===== src/rtl/usb_token_pkg.sv =====
// rtl/usb_token_pkg.sv - shared PID, state and CRC5 definitions for the USB token transmitter
package usb_token_pkg;

    localparam logic [3:0] PID_OUT   = 4'h1;
    localparam logic [3:0] PID_IN    = 4'h9;
    localparam logic [3:0] PID_SETUP = 4'hD;
    localparam logic [3:0] PID_SOF   = 4'h5;

    // CRC5 x^5+x^2+1 in MSB-first shift form; x^5 term is implicit
    localparam logic [4:0] CRC5_POLY = 5'b00101;
    localparam logic [4:0] CRC5_INIT = 5'b11111;

    typedef enum logic [1:0] {
        IDLE  = 2'd0,
        CHECK = 2'd1,
        SEND  = 2'd2
    } state_e;

    function automatic logic is_token_pid(input logic [3:0] pid);
        return (pid == PID_OUT) || (pid == PID_IN) || (pid == PID_SETUP) || (pid == PID_SOF);
    endfunction

endpackage


===== src/rtl/usb_crc5.sv =====
// rtl/usb_crc5.sv - combinational USB token CRC5, output already in transmit bit order
module usb_crc5
    import usb_token_pkg::*;
(
    input  logic [10:0] data_i,
    output logic [4:0]  crc_o
);

    logic [4:0] rem;
    logic       fb;

    // Serial LFSR unrolled over the 11 field bits, LSB first as they go on the wire
    always_comb begin
        rem = CRC5_INIT;
        fb  = 1'b0;
        for (int i = 0; i < 11; i++) begin
            fb  = rem[4] ^ data_i[i];
            rem = {rem[3:0], 1'b0} ^ (fb ? CRC5_POLY : 5'b00000);
        end
        crc_o = '0;
        for (int i = 0; i < 5; i++) begin
            crc_o[i] = ~rem[4 - i];
        end
    end

endmodule


===== src/rtl/usb_host_token_tx.sv =====
// rtl/usb_host_token_tx.sv - host token packet builder streaming PID, field and CRC5 bytes to the PHY
module usb_host_token_tx
    import usb_token_pkg::*;
#(
    parameter int READY_TIMEOUT = 1023,
    parameter int TO_W          = 10
) (
    input  logic        clkout2,
    input  logic        reset,
    input  logic        req_valid,
    output logic        req_ready,
    input  logic [3:0]  req_pid,
    input  logic [6:0]  req_addr,
    input  logic [3:0]  req_endp,
    input  logic [10:0] req_frame,
    output logic [7:0]  io_dataOutI,
    output logic        io_txValidI,
    input  logic        io_txReadyO,
    output logic        done,
    output logic        err_timeout,
    output logic        err_badpid
);

    localparam logic [TO_W-1:0] TO_LAST = TO_W'(READY_TIMEOUT - 1);

    state_e          state_q, state_d;
    logic [3:0]      pid_q, pid_d;
    logic [10:0]     field_q, field_d;
    logic [1:0]      idx_q, idx_d;
    logic [TO_W-1:0] cnt_q, cnt_d;
    logic            valid_q, valid_d;
    logic [7:0]      data_q, data_d;
    logic            done_q, done_d;
    logic            err_to_q, err_to_d;
    logic            err_bp_q, err_bp_d;

    logic [4:0] crc5;
    logic [7:0] byte0, byte1, byte2;

    usb_crc5 u_crc5 (
        .data_i (field_q),
        .crc_o  (crc5)
    );

    assign byte0 = {~pid_q, pid_q};
    assign byte1 = field_q[7:0];
    assign byte2 = {crc5, field_q[10:8]};

    // Held low through the done/error pulse so the requester sees completion first
    assign req_ready   = (state_q == IDLE) && !(done_q || err_to_q || err_bp_q);
    assign io_dataOutI = data_q;
    assign io_txValidI = valid_q;
    assign done        = done_q;
    assign err_timeout = err_to_q;
    assign err_badpid  = err_bp_q;

    always_ff @(posedge clkout2) begin
        if (reset) begin
            state_q  <= IDLE;
            pid_q    <= '0;
            field_q  <= '0;
            idx_q    <= '0;
            cnt_q    <= '0;
            valid_q  <= 1'b0;
            data_q   <= '0;
            done_q   <= 1'b0;
            err_to_q <= 1'b0;
            err_bp_q <= 1'b0;
        end else begin
            state_q  <= state_d;
            pid_q    <= pid_d;
            field_q  <= field_d;
            idx_q    <= idx_d;
            cnt_q    <= cnt_d;
            valid_q  <= valid_d;
            data_q   <= data_d;
            done_q   <= done_d;
            err_to_q <= err_to_d;
            err_bp_q <= err_bp_d;
        end
    end

    always_comb begin
        state_d  = state_q;
        pid_d    = pid_q;
        field_d  = field_q;
        idx_d    = idx_q;
        cnt_d    = cnt_q;
        valid_d  = valid_q;
        data_d   = data_q;
        done_d   = 1'b0;
        err_to_d = 1'b0;
        err_bp_d = 1'b0;

        unique case (state_q)
            IDLE: begin
                if (req_valid && req_ready) begin
                    pid_d   = req_pid;
                    field_d = (req_pid == PID_SOF) ? req_frame : {req_endp, req_addr};
                    state_d = CHECK;
                end
            end
            CHECK: begin
                if (is_token_pid(pid_q)) begin
                    state_d = SEND;
                    idx_d   = 2'd0;
                    cnt_d   = '0;
                    valid_d = 1'b1;
                    data_d  = byte0;
                end else begin
                    err_bp_d = 1'b1;
                    state_d  = IDLE;
                end
            end
            SEND: begin
                // A ready on the final timeout cycle still counts as a consumed byte
                if (io_txReadyO) begin
                    cnt_d = '0;
                    if (idx_q == 2'd2) begin
                        valid_d = 1'b0;
                        data_d  = '0;
                        done_d  = 1'b1;
                        state_d = IDLE;
                    end else begin
                        idx_d  = idx_q + 2'd1;
                        data_d = (idx_q == 2'd0) ? byte1 : byte2;
                    end
                end else if (cnt_q == TO_LAST) begin
                    cnt_d    = '0;
                    valid_d  = 1'b0;
                    data_d   = '0;
                    err_to_d = 1'b1;
                    state_d  = IDLE;
                end else begin
                    cnt_d = cnt_q + 1'b1;
                end
            end
            default: state_d = IDLE;
        endcase
    end

endmodule


===== config.mk =====
export PLATFORM = sky130hd
export DESIGN_NAME = usb_host_token_tx
export DESIGN_NICKNAME = d
export VERILOG_FILES = /design/src/rtl/usb_token_pkg.sv /design/src/rtl/usb_crc5.sv /design/src/rtl/usb_host_token_tx.sv
export SDC_FILE = /design/constraint.sdc
export NUM_CORES = 1
export LEC_CHECK = 0
export BUFFER_PORTS_ARGS = -buffer_cell sky130_fd_sc_hd__buf_2
export CAP_MARGIN = 20
export CORE_MARGIN = 1
export CORE_UTILIZATION = 40
export CTS_BUF_LIST = sky130_fd_sc_hd__clkbuf_4 sky130_fd_sc_hd__clkbuf_8
export DETAILED_ROUTE_END_ITERATION = 7
export PLACE_DENSITY = 0.63
export SLEW_MARGIN = 10
export SYNTH_ARGS = -nofsm -noshare
export SYNTH_HDL_FRONTEND = slang
export SYNTH_SLANG_ARGS = --single-unit

===== constraint.sdc =====
create_clock -name clkout2 -period 4.8 [get_ports clkout2]
set_input_delay 0.24 -clock clkout2 [delete_from_list [all_inputs] [get_ports clkout2]]
set_output_delay 0.24 -clock clkout2 [all_outputs]
set_load 0.02 [all_outputs]

======== Word level (Yosys, flattened, before mapping) ========
Cells that the tools add are included.
operators by class
  equality and inequality tests ........... 15
  bitwise gates (word level) .............. 30
  reductions and logical operators ........ 20
  multiplexer cells ....................... 40
  $add $sub $neg .......................... 2
operators with widths
  kind                                                             count
  5-bit XOR                                                        10
  8-bit 2-to-1 mux                                                 5
  3-bit 2-to-1 mux                                                 11
  10-bit 2-to-1 mux                                                3
  10-bit case mux with 2 select lines                              1
  2-bit 2-to-1 mux                                                 8
  8-bit case mux with 2 select lines                               1
  11-bit 2-to-1 mux                                                1
  10-bit by 1-bit adder with 10-bit output, second input constant  1
  10-bit == test, second input constant                            1
  1-bit XOR                                                        10
  4-bit by 3-bit == test with 1-bit output, second input constant  2
  4-bit == test, second input constant                             2
  1-bit NOT                                                        8
  4-bit NOT                                                        2
  4-bit AND reduction                                              2
  1-bit 2-to-1 mux                                                 7
  2-bit != test, second input constant                             3
  3-bit != test, second input constant                             2
  2-bit case mux with 3 select lines                               1
  3-bit AND reduction                                              2
  3-bit OR reduction                                               2
  1-bit logical OR                                                 5
  2-bit == test, second input constant                             2
  12 further kinds                                                 15
word-level totals
  output and inout bits ................... 13
  bits in registers ....................... 41
  input bits .............................. 30

======== Longest topological paths before layout ========
  depth after elaboration ................. 37
  depth in mapped cells ................... 8

======== Cells and area by module ========
From an unflattened synthesis, not the netlist that was laid out.
unflattened totals
  cells, all modules ...................... 234
  area, all modules ....................... 2,213.4 µm²
modules (own cells, without submodules)
  module             area an instance (µm²)  times used  cells an instance
  usb_host_token_tx  2,013.2                 1           217
  usb_crc5           200.2                   1           17

======== Worst setup path after synthesis ========
Ideal clock, no wire load.
  path kind ............................... register to register
  start ................................... register state_q[1]
  end ..................................... register field_q[2]
  data required time ...................... 4,720 ps
  cell stages (with the launch flop) ...... 8
  data arrival time ....................... 1,725 ps
  path slack .............................. 2,995 ps
  buffers on the path ..................... 2
  library setup time ...................... 80 ps
  cells stage by stage .................... dfxtp_1 > or4_1 > nor2_2 > and2_4 > buf_8 > buf_8 > nor2_1 > a211oi_2
between the ends
  word-level cells in the longest chain between the ends .. 4
RTL lines
  item                           RTL line                 source
  start, declared                usb_host_token_tx.sv:26  state_e state_q, state_d;
  start signal, assigned         usb_host_token_tx.sv:70  state_q <= state_d;
  2-bit zero test                usb_host_token_tx.sv:50  assign req_ready = (state_q == IDLE) && !(done_q || err_to_q || err_bp_q);
  1-bit logical AND              usb_host_token_tx.sv:50
  via req_ready                  usb_host_token_tx.sv:11  output logic req_ready,
  1-bit logical AND              usb_host_token_tx.sv:97  if (req_valid && req_ready) begin
  2-bit AND reduction (no line)  -
  end signal, assigned           usb_host_token_tx.sv:72  field_q <= field_d;
  end, declared                  usb_host_token_tx.sv:28  logic [10:0] field_q, field_d;
The timed path passes the listed nets, and every way through them passes these cells.
A chain may end at the register's enable or synchronous reset.

======== Worst setup path in the final report ========
  start ................................... register cnt_q[1]
  end ..................................... register data_q[0] (netlist: io_dataOutI[0])
between the ends
  word-level cells in the longest chain between the ends .. 3
RTL lines
  item                           RTL line                  source
  start, declared                usb_host_token_tx.sv:30   logic [TO_W-1:0] cnt_q, cnt_d;
  start signal, assigned         usb_host_token_tx.sv:74   cnt_q <= cnt_d;
  10-bit == test                 usb_host_token_tx.sv:128  end else if (cnt_q == TO_LAST) begin
  3-bit != test (no line)        -
  3-bit AND reduction (no line)  -
  end signal, assigned           usb_host_token_tx.sv:76   data_q <= data_d;
  end, declared                  usb_host_token_tx.sv:32   logic [7:0] data_q, data_d;
No other way between the ends.

==> impl_metrics.csv <==
group,metric,value,unit
routing,vias_per_cell,4.997,
sta,final-max-slew-violation-count,0,
sta,relSlewSlack,0.3643,
setup_path,slowest_stage,"dfxtp_1",
finish,final_cells,336,
synth,yosys.area.top_type,"dfxtp_1",
synth,syn_inst,230,
sta,tns,0,ns
setup_path,path_cells,"ha_1 -> nand4_1 -> o311ai_2 -> and2_1 -> o311a_1 -> nor3_1",
setup_path,required,4.94,ns
sta,fin_crit_sh,0.4084,
synth,synth_edf_count,0,
power_and_ir_drop,p_comb_frac,0.185,
setup_path,critPathTopFamily,"compound AO/OA/AOI/OAI gates",
grt,antenna_found_initial,0,
floorplanning,ios,43,
synth,synth.area.top_cells,"dfxtp_1 38%, mux2i_1 8.8%, nor2_1 7.0%",
power_and_ir_drop,p_leak,1.007,nW
synth,ys_seq_area_frac,0.3810,
status,outcome,"completed",
placement,routabilityCongestion,0.7904,
power_and_ir_drop,clock_power_share,0.355,
sta,tightest_slew,0.9521,ns
sta,finalCriticalPeriod,1.960,ns
sta,max_freq,510.1,MHz
cts,ctsResizeCount,0,
grt,use_met2,0.2510,
routing,dr.pass1.iters,4,
sta,finClkSkew,0.007769,ns
synth,syn_area,2155,sq um
cts,clk_pin_slew,0.07,ns
setup_path,end_kind,"flop",
finish,fillers,525,
hold_path,hold_path_class,"in -> reg",
floorplanning,rows,26,
synth,async_flop_share,0,
placement,dp_hpwl,3.214,mm
cts,cts_hold_buf,0,
synth,syn_nets,264,
sta,finalSetupViolCount,0,
setup_path,crit_path_max_incr_delay,0.40,ns
power_and_ir_drop,power.density,326.0,nW/um^2
cts,numCtsBuffers,5,
grt,grt_pass1_vias,1533,
synth,yosysWarningCount,0,
synth,ys.flop_type,"dfxtp_1",
setup_path,arrival,2.10,ns
floorplanning,die_w,75.39,microns
routing,drt_wl_total,4.351,mm
synth,postSynthAreaPerCell,9.368,sq um
cts,cts_tree,"yes",
grt,grt_usage,0.1700,
placement,dpl.cell_count,328,
routing,ant_nets,0,
routing,wl_per_cell,12.95,microns
sta,hold_viol,0,
power_and_ir_drop,seqPwrFrac,0.460,
cts,cts_root_buf,"clkbuf_8",
grt,grt_max_degree,34,
cts,clkLatencyLatePin,0.29,ns
grt,grt_pass1_wl,7.265,mm
cts,cts_sinks,41,
floorplanning,initial_utilization,0.4192,
cts,post_cts_buffers,0,
finish,diodes,0,
power_and_ir_drop,internal_power,0.6075,mW
grt,grt_use_met3,0.03704,
floorplanning,coreArea,5140,sq um
routing,first_iter_violations,103,
synth,synth_seq_cells,41,
grt,grt-busiest-layer,"met2",
routing,drc_errors,0,
finish,final_layout_size_suffix_gt1_frac,0.2406,
floorplanning,die-area,5684,sq um
setup_path,path_buf_inv,0,
placement,port_buffers,42,
synth,yosysTopAreaCellShare,0.3810,
setup_path,path_class,"reg -> reg",
finish,fin_nets,299,
job,maxCapViolations,0,
power_and_ir_drop,peakVddDrop,0.1976,mV
cts,h-tree-depth,2,
synth,synth.distinct_cells,43,
grt,grt_overflow,0,
routing,num_vias,1679,
sta,rsz0062_at_grt,"no",
setup_path,crit_fanout,10,
power_and_ir_drop,swShare,0.2549,
floorplanning,die_y,75.39,microns
power_and_ir_drop,power_switching,0.2079,mW
cts,clock_path_buffers,2,
setup_path,crit_path_start_kind,"flop",
grt,use_met1,0.2508,
finish,area.growth.synth_to_final,16.09,%
power groups by stage:
stage / clock, mW / sequential [mW] / combinational, mW
after floorplan: 0 / 0.381 / 0.124
after global placement: 0 / 0.383 / 0.150
after global routing: 0.311 / 0.378 / 0.169
after CTS: 0.295 / 0.375 / 0.152
final: 0.289 / 0.375 / 0.151
after detailed placement: 0 / 0.383 / 0.151
registers in the layout, summed over array words and instances, names as in the netlist:
register / cells
done: 1
cnt_q: 10
io_dataOutI: 8
io_txValidI: 1
err_timeout: 1
field_q: 11
idx_q: 2
pid_q: 4
err_badpid: 1
state_q: 2
path summary, 6_finish.rpt:
check | from | to | slack [ns] | cells after the start
worst max-delay path | cnt_q[1]$_SDFFE_PP0P_ | io_dataOutI[0]$_SDFFE_PP0P_ | 2.84 | 6
worst min-delay path | req_pid[0] | pid_q[0]$_SDFFE_PP0P_ | 0.21 | 3
worst max register to register | cnt_q[1]$_SDFFE_PP0P_ | io_dataOutI[0]$_SDFFE_PP0P_ | 2.84 | 6
worst min register to register | idx_q[1]$_SDFFE_PP0P_ | idx_q[1]$_SDFFE_PP0P_ | 0.48 | 2
area by class of cell:
cell class	instances	area (sq um)	share of cell area
clock inverter	1	30.03	0.01201
tap	70	87.58	0.03502
inverter	9	33.78	0.01351
timing repair buffer	42	210.2	0.08404
sequential	41	820.8	0.3282
multi-input combinational	166	1229	0.4912
clock buffer	7	90.09	0.03602
worst min-delay path, cell delays in order:
cell	delay [ns]
buf_2	0.09
mux2i_1	0.06
nor2_1	0.07
synthesized netlist by cell type, types with 2 or more instances:
| cell | instances |
|---|---|
| buf_8 | 2 |
| nor4b_1 | 3 |
| o21ai_0 | 3 |
| nor3_1 | 6 |
| o211a_1 | 2 |
| a211oi_2 | 9 |
| nand3_1 | 4 |
| a21oi_1 | 11 |
| nand4_1 | 3 |
| xnor2_1 | 13 |
| buf_2 | 6 |
| dfxtp_1 | 41 |
| nand2b_1 | 2 |
| a211oi_1 | 8 |
| ha_1 | 4 |
| nor2_1 | 40 |
| mux2i_1 | 19 |
| xor2_1 | 8 |
| nand2_1 | 9 |
| xnor3_1 | 3 |
| clkbuf_1 | 4 |
| inv_1 | 9 |
logic make-up (layout without fill, tap and decap cells):
logic type / count (synthesis) / count (layout) / share of synthesized area
DFF: 41 / 41 / 0.3810
AOI/OAI and AO/OA: 40 / 40 / 0.1539
buffers and inverters: 23 / 59 / 0.05575
adders and majority gates: 4 / 4 / 0.02323
muxes: 19 / 19 / 0.08827
xor gates and xnor gates: 24 / 24 / 0.1167
and+or+nand+nor: 79 / 79 / 0.1812
metal layers:
metal	vias up	part of all wire	wire [microns]
met3	4	0.046	202
met4	0	0.0087	38
met1	762	0.52	2248
met2	38	0.43	1861
li1	875	-	-
met5	-	0	0
cell usage in the layout (no fill, tap or decap), types with 2 or more instances in the layout:
cell,instances
nand2_1,9
nand3_1,4
buf_2,42
ha_1,4
dfxtp_1,41
o211a_1,2
nor2_1,40
nor3_1,6
mux2i_1,19
a211oi_2,9
xor2_1,8
inv_1,9
o21ai_0,3
a211oi_1,8
nand4_1,3
a21oi_1,11
clkbuf_8,6
nor4b_1,3
xnor3_1,3
xnor2_1,13
nand2b_1,2
through the flow:
| stage | utilization | hold slack (ns) | instance area [sq um] | total power [mW] | setup slack [ns] |
|---|---|---|---|---|---|
| after CTS | 0.4866 | 0.2036 | 2501 | 0.8221 | 2.830 |
| after global routing | 0.4866 | 0.2224 | 2501 | 0.8577 | 2.650 |
| after floorplan | - | 0.3167 | 2155 | 0.5048 | 2.995 |
| after detailed placement | 0.4632 | 0.4672 | 2381 | 0.5343 | 2.854 |
| after global placement | 0.4632 | 0.4605 | 2381 | 0.5329 | 2.946 |
| final | 0.4866 | 0.2070 | 2501 | 0.8154 | 2.840 |
No activity file was read; power rests on OpenSTA's default activity.
